## src/rtl/pc_seq_pkg.sv

```systemverilog
// Shared widths, enums and helpers for the PC sequencer and its return-address stack.
package pc_seq_pkg;

    localparam int PC_W      = 32;
    localparam int RAS_DEPTH = 8;
    localparam int RAS_PTR_W = $clog2(RAS_DEPTH);
    localparam int RAS_CNT_W = RAS_PTR_W + 1;

    typedef enum logic [2:0] {
        PC4     = 3'b000,
        JUMP    = 3'b001,
        BRANCH  = 3'b010,
        CALLRS1 = 3'b011,
        RET     = 3'b100
    } pc_src_e;

    typedef enum logic [1:0] {
        RUN   = 2'b00,
        FLUSH = 2'b01,
        HALT  = 2'b10
    } seq_state_e;

    // Unused encodings fall back to sequential fetch.
    function automatic pc_src_e decode_src(input logic [2:0] raw);
        pc_src_e src;
        case (raw)
            3'b001:  src = JUMP;
            3'b010:  src = BRANCH;
            3'b011:  src = CALLRS1;
            3'b100:  src = RET;
            default: src = PC4;
        endcase
        return src;
    endfunction

    // Fetch addresses are word aligned; low two bits of any target are dropped.
    function automatic logic [PC_W-1:0] align_pc(input logic [PC_W-1:0] addr);
        return {addr[PC_W-1:2], 2'b00};
    endfunction

endpackage

```

## src/rtl/ras_stack.sv

```systemverilog
// Circular return-address stack. A push while full overwrites the oldest
// entry and sets a sticky overflow flag; a pop while empty is ignored.
module ras_stack
    import pc_seq_pkg::*;
(
    input  logic                 clk,
    input  logic                 reset,
    input  logic                 push,
    input  logic                 pop,
    input  logic [PC_W-1:0]      push_data,
    output logic [PC_W-1:0]      top,
    output logic [RAS_CNT_W-1:0] depth,
    output logic                 overflow
);

    logic [PC_W-1:0]      r_mem [RAS_DEPTH];
    logic [RAS_PTR_W-1:0] r_ptr;
    logic [RAS_CNT_W-1:0] r_depth;
    logic                 r_overflow;

    logic [RAS_PTR_W-1:0] w_top_idx;
    logic                 w_full;
    logic                 w_empty;
    logic                 w_do_pop;

    // r_ptr is the next write slot, so the top lives one below it; when full
    // r_ptr has wrapped onto the oldest entry, which the next push replaces.
    always_comb begin
        w_top_idx = r_ptr - RAS_PTR_W'(1);
        w_full    = (r_depth == RAS_CNT_W'(RAS_DEPTH));
        w_empty   = (r_depth == '0);
        w_do_pop  = pop && !push && !w_empty;
    end

    assign top      = r_mem[w_top_idx];
    assign depth    = r_depth;
    assign overflow = r_overflow;

    // Pointer, occupancy and overflow bookkeeping.
    always_ff @(posedge clk) begin
        if (reset) begin
            r_ptr      <= '0;
            r_depth    <= '0;
            r_overflow <= 1'b0;
        end else if (push) begin
            r_ptr <= r_ptr + RAS_PTR_W'(1);
            if (w_full) begin
                r_overflow <= 1'b1;
            end else begin
                r_depth <= r_depth + RAS_CNT_W'(1);
            end
        end else if (w_do_pop) begin
            r_ptr   <= w_top_idx;
            r_depth <= r_depth - RAS_CNT_W'(1);
        end
    end

    // Entry storage; contents survive reset since depth gates their use.
    always_ff @(posedge clk) begin
        if (!reset && push) begin
            r_mem[r_ptr] <= push_data;
        end
    end

endmodule

```

## src/rtl/pc_sequencer.sv

```systemverilog
// Fetch PC sequencer with redirect handling, one-cycle flush after every
// redirect, and a call/return stack for ret prediction.
//
//  state | meaning
//  ------+-----------------------------------------------------------
//  RUN   | normal fetch; sequential or redirect per pc_source
//  FLUSH | one cycle after a redirect; kills the wrong-path fetch
//  HALT  | ret with empty stack; pc frozen, err set until reset
module pc_sequencer
    import pc_seq_pkg::*;
(
    input  logic                 clk,
    input  logic                 reset,
    input  logic                 stall,
    input  logic [2:0]           pc_source,
    input  logic                 is_call,
    input  logic [PC_W-1:0]      jump_target,
    input  logic [PC_W-1:0]      branch_target,
    input  logic [PC_W-1:0]      rs1_value,
    input  logic [PC_W-1:0]      link_addr,
    output logic [PC_W-1:0]      pc,
    output logic                 flush,
    output logic [RAS_CNT_W-1:0] ras_depth,
    output logic                 ras_overflow,
    output logic                 err
);

    seq_state_e           r_state;
    seq_state_e           w_state_nxt;
    logic [PC_W-1:0]      r_pc;
    logic [PC_W-1:0]      w_pc_nxt;
    logic [PC_W-1:0]      w_pc_inc;
    pc_src_e              w_src;
    logic                 w_push;
    logic                 w_pop;
    logic [PC_W-1:0]      w_ras_top;
    logic [RAS_CNT_W-1:0] w_ras_depth;
    logic                 w_ras_overflow;

    assign w_pc_inc = r_pc + PC_W'(4);
    assign w_src    = decode_src(pc_source);

    // Next-state, next-PC and stack-control decode; stall freezes everything.
    always_comb begin
        w_state_nxt = r_state;
        w_pc_nxt    = r_pc;
        w_push      = 1'b0;
        w_pop       = 1'b0;
        if (!stall) begin
            case (r_state)
                RUN: begin
                    case (w_src)
                        JUMP: begin
                            w_pc_nxt    = align_pc(jump_target);
                            w_push      = is_call;
                            w_state_nxt = FLUSH;
                        end
                        BRANCH: begin
                            w_pc_nxt    = align_pc(branch_target);
                            w_state_nxt = FLUSH;
                        end
                        CALLRS1: begin
                            w_pc_nxt    = align_pc(rs1_value);
                            w_push      = is_call;
                            w_state_nxt = FLUSH;
                        end
                        RET: begin
                            if (w_ras_depth == '0) begin
                                w_state_nxt = HALT;
                            end else begin
                                w_pc_nxt    = align_pc(w_ras_top);
                                w_pop       = 1'b1;
                                w_state_nxt = FLUSH;
                            end
                        end
                        default: begin
                            w_pc_nxt = w_pc_inc;
                        end
                    endcase
                end
                FLUSH: begin
                    w_pc_nxt    = w_pc_inc;
                    w_state_nxt = RUN;
                end
                HALT: begin
                    w_state_nxt = HALT;
                end
                default: begin
                    w_state_nxt = RUN;
                end
            endcase
        end
    end

    // State and PC registers; reset beats stall and any pending flush/halt.
    always_ff @(posedge clk) begin
        if (reset) begin
            r_state <= RUN;
            r_pc    <= '0;
        end else begin
            r_state <= w_state_nxt;
            r_pc    <= w_pc_nxt;
        end
    end

    ras_stack u_ras (
        .clk       (clk),
        .reset     (reset),
        .push      (w_push),
        .pop       (w_pop),
        .push_data (link_addr),
        .top       (w_ras_top),
        .depth     (w_ras_depth),
        .overflow  (w_ras_overflow)
    );

    assign pc           = r_pc;
    assign flush        = (r_state == FLUSH);
    assign err          = (r_state == HALT);
    assign ras_depth    = w_ras_depth;
    assign ras_overflow = w_ras_overflow;

endmodule

```

## config.mk

```make
export PLATFORM = sky130hd
export DESIGN_NAME = pc_sequencer
export DESIGN_NICKNAME = d
export VERILOG_FILES = /design/src/rtl/pc_seq_pkg.sv /design/src/rtl/ras_stack.sv /design/src/rtl/pc_sequencer.sv
export SDC_FILE = /design/constraint.sdc
export NUM_CORES = 1
export LEC_CHECK = 0
export ABC_CLOCK_PERIOD_IN_PS = 4400
export BUFFER_PORTS_ARGS = -buffer_cell sky130_fd_sc_hd__buf_2
export CAP_MARGIN = 20
export CORE_AREA = 4 4 172 258
export DETAILED_ROUTE_END_ITERATION = 10
export DIE_AREA = 0 0 176 262
export HOLD_SLACK_MARGIN = 0.06
export MAX_ROUTING_LAYER = met4
export PLACE_DENSITY_LB_ADDON = 0.2
export SYNTH_ARGS = -nofsm -noshare
export SYNTH_HDL_FRONTEND = slang
export SYNTH_SLANG_ARGS = --single-unit
```

## constraint.sdc

```tcl
create_clock -name clk -period 4.4 [get_ports clk]
set_clock_uncertainty 0.05 [all_clocks]
set_input_delay 0.66 -clock clk [delete_from_list [all_inputs] [get_ports clk]]
set_output_delay 0.66 -clock clk [all_outputs]
set_load 0.05 [all_outputs]
```

==> flow_metrics.env, run 1 <==
export IMPL_hpwl_um=23000
export IMPL_max_vdd_ir_drop_mv=0.254
export IMPL_yosys_top_cells_area="edfxtp_1 (58%), mux4_2 (10%), dfxtp_1 (6.4%)"
export IMPL_clock_latency_ns=0.54
export IMPL_worstHoldStart="link_addr[19]"
export IMPL_period_minus_slack_ns=3.11
export IMPL_fin_cells=1612
export IMPL_yosysWarnings=0
export IMPL_core_rowCount=92
export IMPL_place_area_um2=14100
export IMPL_layout_drive_gt1_share_pct=33.0
export IMPL_via_count=7997
export IMPL_yosysTopAreaCellShare_pct=57.6
export IMPL_drt_vias_per_instance=4.96
export IMPL_initial_core_util_pct=29.9
export IMPL_synthDistinctLibCells=68
export IMPL_worst_path_max_fanout=19
export IMPL_slew_headroom_pct=25.7
export IMPL_p_total_w=0.00572
export IMPL_syn_avg_cell_area_um2=14.5
export IMPL_antenna_found_initial=6
export IMPL_remaining_drc_errors=0
export IMPL_drt_total_wl_um=34300
export IMPL_die_w_um=176
export IMPL_cts_tree="yes"
export IMPL_status="finished clean"
export IMPL_wl_per_cell_um=21.3
export IMPL_period_share_pct=70.8
export IMPL_worstReg2RegEnd="pc[24]"
export IMPL_netlist_area_um2=12500
export IMPL_htree_levels=1
export IMPL_whs_endpoint="u_ras.r_mem[2][19]"
export IMPL_drt_iter0_drc=707
export IMPL_design_area_um2=14900
export IMPL_io_pins=174
export IMPL_cts_num_sinks=280
export IMPL_async_flop_share_pct=0
export IMPL_drv_cap=0
export IMPL_drtAntennaViolNets=0
export IMPL_worst_pin_slew_ns=1.11
export IMPL_cts_root_buf="clkbuf_16"
export IMPL_area_delta_synth_final_pct=19.3
export IMPL_p_leak_nw=5.03
export IMPL_ys_seq_elements=280
export IMPL_synth_area_leader_cell="edfxtp_1"
export IMPL_p_per_area_nw_per_um2=383
export IMPL_grt_pass1_wl_um=51500
export IMPL_post_cts_resized=0
export IMPL_ff2ff_setup_slack_ns=1.29
export IMPL_worstHoldPathType="primary input to flop"
export IMPL_setup_viol_count_final=0
export IMPL_required_ns=4.75
export IMPL_yosysSeqAreaShare_pct=64.0
export IMPL_grt_usage_pct=14.9
export IMPL_drtPass1Iterations=6
export IMPL_cp_arrival_ns=3.47
export IMPL_die_area_um2=46100
export IMPL_cp_start_kind="flop"
export IMPL_finalWeightedCongestion=0.828
export IMPL_clkSlewWorstSetupHoldPaths_ns=0.07
export IMPL_r2r_start="u_ras.r_ptr[0]"
export IMPL_synthFlopType="edfxtp_1"
export IMPL_maxSlewViolCount=0
export IMPL_fmax_ghz=0.321
export IMPL_cts_buffers_inserted=26
export IMPL_hold_viol=0
export IMPL_postCtsSetupBuffers=0
export IMPL_grt_max_degree=54
export IMPL_cts_buffer_depth=3
export IMPL_rsz0062_at_grt="no"
export IMPL_holdPathStages=1
export IMPL_grt_pass1_vias=8398
export IMPL_worst_setup_path_end_kind="flop"
export IMPL_rr_worst_depth=8
export IMPL_tns_ns=0
export IMPL_nNetsFinal=1164
export IMPL_synth_cells=866
export IMPL_hold_buffers=0
export IMPL_grt_overflow=0
export IMPL_die_height_um=262
export IMPL_core_area_um2=41900
export IMPL_dp_cells=1559
export IMPL_port_buffers=163
export IMPL_synth_edf_count=240
export IMPL_worstSetupPathType="flop to flop"
placed cells by master, fill, tap and decap left out, types with 4 or more instances in the layout:
cell / instances
a2111oi_0: 4
a21oi_1: 56
a22oi_1: 8
a31oi_1: 11
a41oi_1: 4
and2_1: 4
and4_1: 6
buf_12: 6
buf_2: 163
buf_4: 22
clkbuf_16: 27
clkinv_1: 7
dfxtp_1: 39
diode_2: 6
edfxtp_1: 240
ha_1: 4
inv_1: 5
mux2_2: 35
mux2i_1: 17
mux4_2: 57
nand2_1: 97
nand3_1: 17
nand3b_1: 13
nand4_1: 7
nor2_1: 32
nor2_4: 6
nor2b_1: 4
nor3_1: 25
nor4_1: 7
o21a_1: 5
o21ai_0: 23
o221a_2: 4
o22ai_1: 8
or3_1: 4
or4_1: 6
xnor2_1: 4
worst max-delay path: stages (launching register included):
cell,delay [ns]
dfxtp_4,0.53
inv_1,0.11
ha_2,0.24
xor2_4,0.54
buf_12,0.27
mux4_2,0.53
mux2_2,0.30
a222oi_1,0.27
a31oi_1,0.11
where the power goes:
group	total (W)	leakage [nW]	internal (W)	switching, W
clock	0.00216	0.385	0.00118	0.000985
combinational	0.000612	2.16	0.000234	0.000377
sequential	0.00295	2.49	0.00290	0.0000451
total	0.00572	5.03	0.00432	0.00141
stage by stage:
stage | worst slack, ns | hold WS [ns] | utilization, %
global placement | 0.968 | 0.419 | 33.7
detailed placement | 0.935 | 0.432 | 33.7
CTS | 1.23 | 0.309 | 35.6
global route | 1.06 | 0.336 | 35.6
finish | 1.29 | 0.330 | 35.6
floorplan | 0.105 | 0.459 | -
per-layer routing:
metal	GRT usage, %	part of all wire [%]	vias to the layer above
li1	-	-	3720
met2	26.8	53	225
met3	2.46	5.0	45
met4	3.99	2.1	0
met1	17.4	40	4007
met5	-	0	-
logic make-up (layout without fill, tap and decap cells):
logic type      count (synthesis)  in the layout  share of synthesized area, %
compound gates                147            147                          7.56
other cells                     1              8                        0.0300
fa+ha+maj                       6              6                         0.660
flops                         280            280                          64.0
buf+inv                        68            243                          2.46
mux                           109            109                          14.8
simple gates                  247            247                          9.93
xor+xnor                        8              8                         0.620
state kept, by name, summed over array words and instances, names as in the netlist:
name            flops
u_ras.r_ptr         3
u_ras.depth         4
r_state             2
u_ras.overflow      1
pc                 30
u_ras.r_mem       240
Yosys cell counts, types with 6 or more instances:
cell        n
mux2_2     35
clkbuf_1   33
o21ai_0    23
nand2_1    97
dfxtp_1    40
nand4_1     7
edfxtp_1  240
nand3_1    17
mux4_2     57
buf_2      14
or4_1       6
o22ai_1     8
a21oi_1    56
nand3b_1   13
nor4_1      7
a22oi_1     8
nor2_1     38
a31oi_1    11
mux2i_1    17
and4_1      6
nor3_1     27
buf_1       7
buf_4       7
area by class of cell:
type	count	area [µm²]
Timing Repair Buffer	191	1100
Clock inverter	18	125
Inverter	5	18.8
Sequential cell	280	8010
Tap cell	564	706
Fill cell	4138	27000
Multi-Input combinational cell	519	4270
Antenna cell	6	15.0
Clock buffer	29	683
how the worst max path moves through the flow:
stage                               from            endpoint
final                     u_ras.r_ptr[0]              pc[24]
after global routing          r_state[0]  u_ras.r_mem[3][17]
after CTS                     r_state[0]  u_ras.r_mem[3][10]
after detailed placement           stall  u_ras.r_mem[3][10]
after global placement             stall  u_ras.r_mem[3][23]
after floorplan                    stall  u_ras.r_mem[0][10]
No activity file was read; power rests on OpenSTA's default activity.
==> inputs of run 2 (changes only) <==
- ABC_CLOCK_PERIOD_IN_PS: 4400 -> 3000
- clock period: 4.4 -> 3 ns (I/O delays scaled with it)
==> flow_metrics.env, run 2 (synthesis gave the netlist of run 1 again) <==
export IMPL_worst_pin_slew_ns=0.749
export IMPL_worstHoldPathType="primary input to flop"
export IMPL_cts_tree="yes"
export IMPL_drt_vias_per_instance=4.91
export IMPL_worst_path_max_fanout=7
export IMPL_required_ns=3.36
export IMPL_grt_max_degree=61
export IMPL_remaining_drc_errors=0
export IMPL_hold_buffers=0
export IMPL_period_share_pct=85.2
export IMPL_maxSlewViolCount=0
export IMPL_die_area_um2=46100
export IMPL_crit_end="pc[22]"
export IMPL_cts_num_sinks=280
export IMPL_clock_latency_ns=0.54
export IMPL_swShare_pct=23.9
export IMPL_critPathLaunch="u_ras.r_ptr[0]"
export IMPL_grt_pass1_vias=8355
export IMPL_seq_power_share_pct=50.3
export IMPL_layout_drive_gt1_share_pct=34.6
export IMPL_cp_arrival_ns=2.91
export IMPL_initial_core_util_pct=29.9
export IMPL_max_vdd_ir_drop_mv=0.372
export IMPL_worst_setup_path_end_kind="flop"
export IMPL_die_height_um=262
export IMPL_slew_headroom_pct=50.1
export IMPL_cts_buffer_depth=3
export IMPL_final_common_cell="edfxtp_1"
export IMPL_fin_ws_ns=0.445
export IMPL_r2r_start="u_ras.r_ptr[0]"
export IMPL_drt_total_wl_um=35200
export IMPL_postCtsSetupBuffers=0
export IMPL_nNetsFinal=1189
export IMPL_clkSlewWorstSetupHoldPaths_ns=0.07
export IMPL_rr_worst_depth=8
export IMPL_p_per_area_nw_per_um2=562
export IMPL_power_frac_clock_pct=38.7
export IMPL_rsz0062_at_grt="no"
export IMPL_finalWeightedCongestion=0.915
export IMPL_wl_per_cell_um=21.6
export IMPL_antenna_found_initial=5
export IMPL_cp_start_kind="flop"
export IMPL_internal_power_w=0.00653
export IMPL_area_delta_synth_final_pct=21.8
export IMPL_largest_reg_flops=240
export IMPL_hold_viol=0
export IMPL_core_area_um2=41900
export IMPL_final_cell_mix="edfxtp_1 (240), buf_2 (163), nand2_1 (97)"
export IMPL_via_count=8008
export IMPL_cts_root_buf="clkbuf_16"
export IMPL_grt_pass1_wl_um=52600
export IMPL_dpl_worst_slack_ns=0.289
export IMPL_p_leak_nw=5.19
export IMPL_status="finished clean"
export IMPL_port_buffers=163
export IMPL_cts_buffers_inserted=26
export IMPL_post_cts_resized=0
export IMPL_die_w_um=176
export IMPL_top_register="u_ras.r_mem"
export IMPL_io_pins=174
export IMPL_drv_cap=0
export IMPL_worstReg2RegEnd="pc[22]"
export IMPL_ff2ff_setup_slack_ns=0.44
export IMPL_drt_iter0_drc=574
export IMPL_design_area_um2=15200
export IMPL_drtAntennaViolNets=0
export IMPL_power_switching_w=0.00205
export IMPL_hpwl_um=24400
export IMPL_period_minus_slack_ns=2.56
export IMPL_fmax_ghz=0.391
export IMPL_setup_viol_count_final=0
export IMPL_drtPass1Iterations=5
export IMPL_grt_overflow=0
export IMPL_worstSetupPathType="flop to flop"
export IMPL_place_area_um2=14400
export IMPL_core_rowCount=92
export IMPL_htree_levels=1
export IMPL_pwr_share_comb_pct=11.0
export IMPL_grt_usage_pct=15.4
==> run 2: cell types whose count changed in the layout (fill, tap and decap cells not counted) <==
cell,change
clkinvlp_2,-1
nor3_2,-2
clkinv_1,-5
clkbuf_1,+3
nor3_4,+2
buf_4,+18
buf_12,+7
clkinvlp_4,-2
diode_2,-2
bufinv_16,+2
==> run 2: critical path: stages (launching register included) <==
cell and delay (ns):
dfxtp_4 0.35, inv_1 0.08, ha_2 0.26, xor2_4 0.29
buf_4 0.26, mux4_2 0.52, mux2_2 0.33, a22oi_1 0.17
a31oi_1 0.10
==> run 2: how the worst min path moves through the flow <==
stage                   startpoint                 end  slack [ns]  cells after the start
floorplan               r_state[1]          r_state[1]        0.46                      2
global route          link_addr[3]   u_ras.r_mem[2][3]        0.12                      1
detailed placement  u_ras.overflow      u_ras.overflow        0.41                      2
CTS                  link_addr[16]  u_ras.r_mem[0][16]        0.11                      1
finish               link_addr[16]  u_ras.r_mem[0][16]        0.13                      1
global placement    u_ras.overflow      u_ras.overflow        0.40                      2
==> run 2: stage by stage <==
step	setup TNS (ns)	total power (W)	cells	hold slack, ns	util (%)
after floorplan	-55.92	0.00499	867	0.459	-
after global placement	0	0.00535	1584	0.399	34.4
after detailed placement	0	0.00535	1584	0.413	34.4
after CTS	0	0.00868	1628	0.108	36.4
after global routing	0	0.00893	1632	0.122	36.4
final	0	0.00858	1632	0.128	36.4
==> run 2: final cells by class <==
cell class | instances | area, µm²
diodes | 4 | 10.0
inverters | 5 | 18.8
well taps | 564 | 706
flip-flops and latches | 280 | 8010
multi-input cells | 519 | 4290
clock inverters | 12 | 146
clock buffers | 32 | 694
fillers | 4120 | 26700
repair buffers | 216 | 1380
==> run 2: layer usage <==
layer	routed length [µm]	up-vias	track usage [%]
li1	-	3769	-
met1	13700	3961	17.6
met2	19000	238	28.3
met3	1830	40	2.37
met4	667	0	4.14
met5	0	-	-
==> run 2: power groups by stage <==
stage          Clock (W)  Combinational, W  Sequential [W]
2_1_floorplan          0          0.000485         0.00451
6_report         0.00332          0.000941         0.00432
3_5_place_dp           0          0.000951         0.00440
5_1_grt          0.00359           0.00102         0.00432
3_3_place_gp           0          0.000947         0.00440
4_1_cts          0.00341          0.000954         0.00432
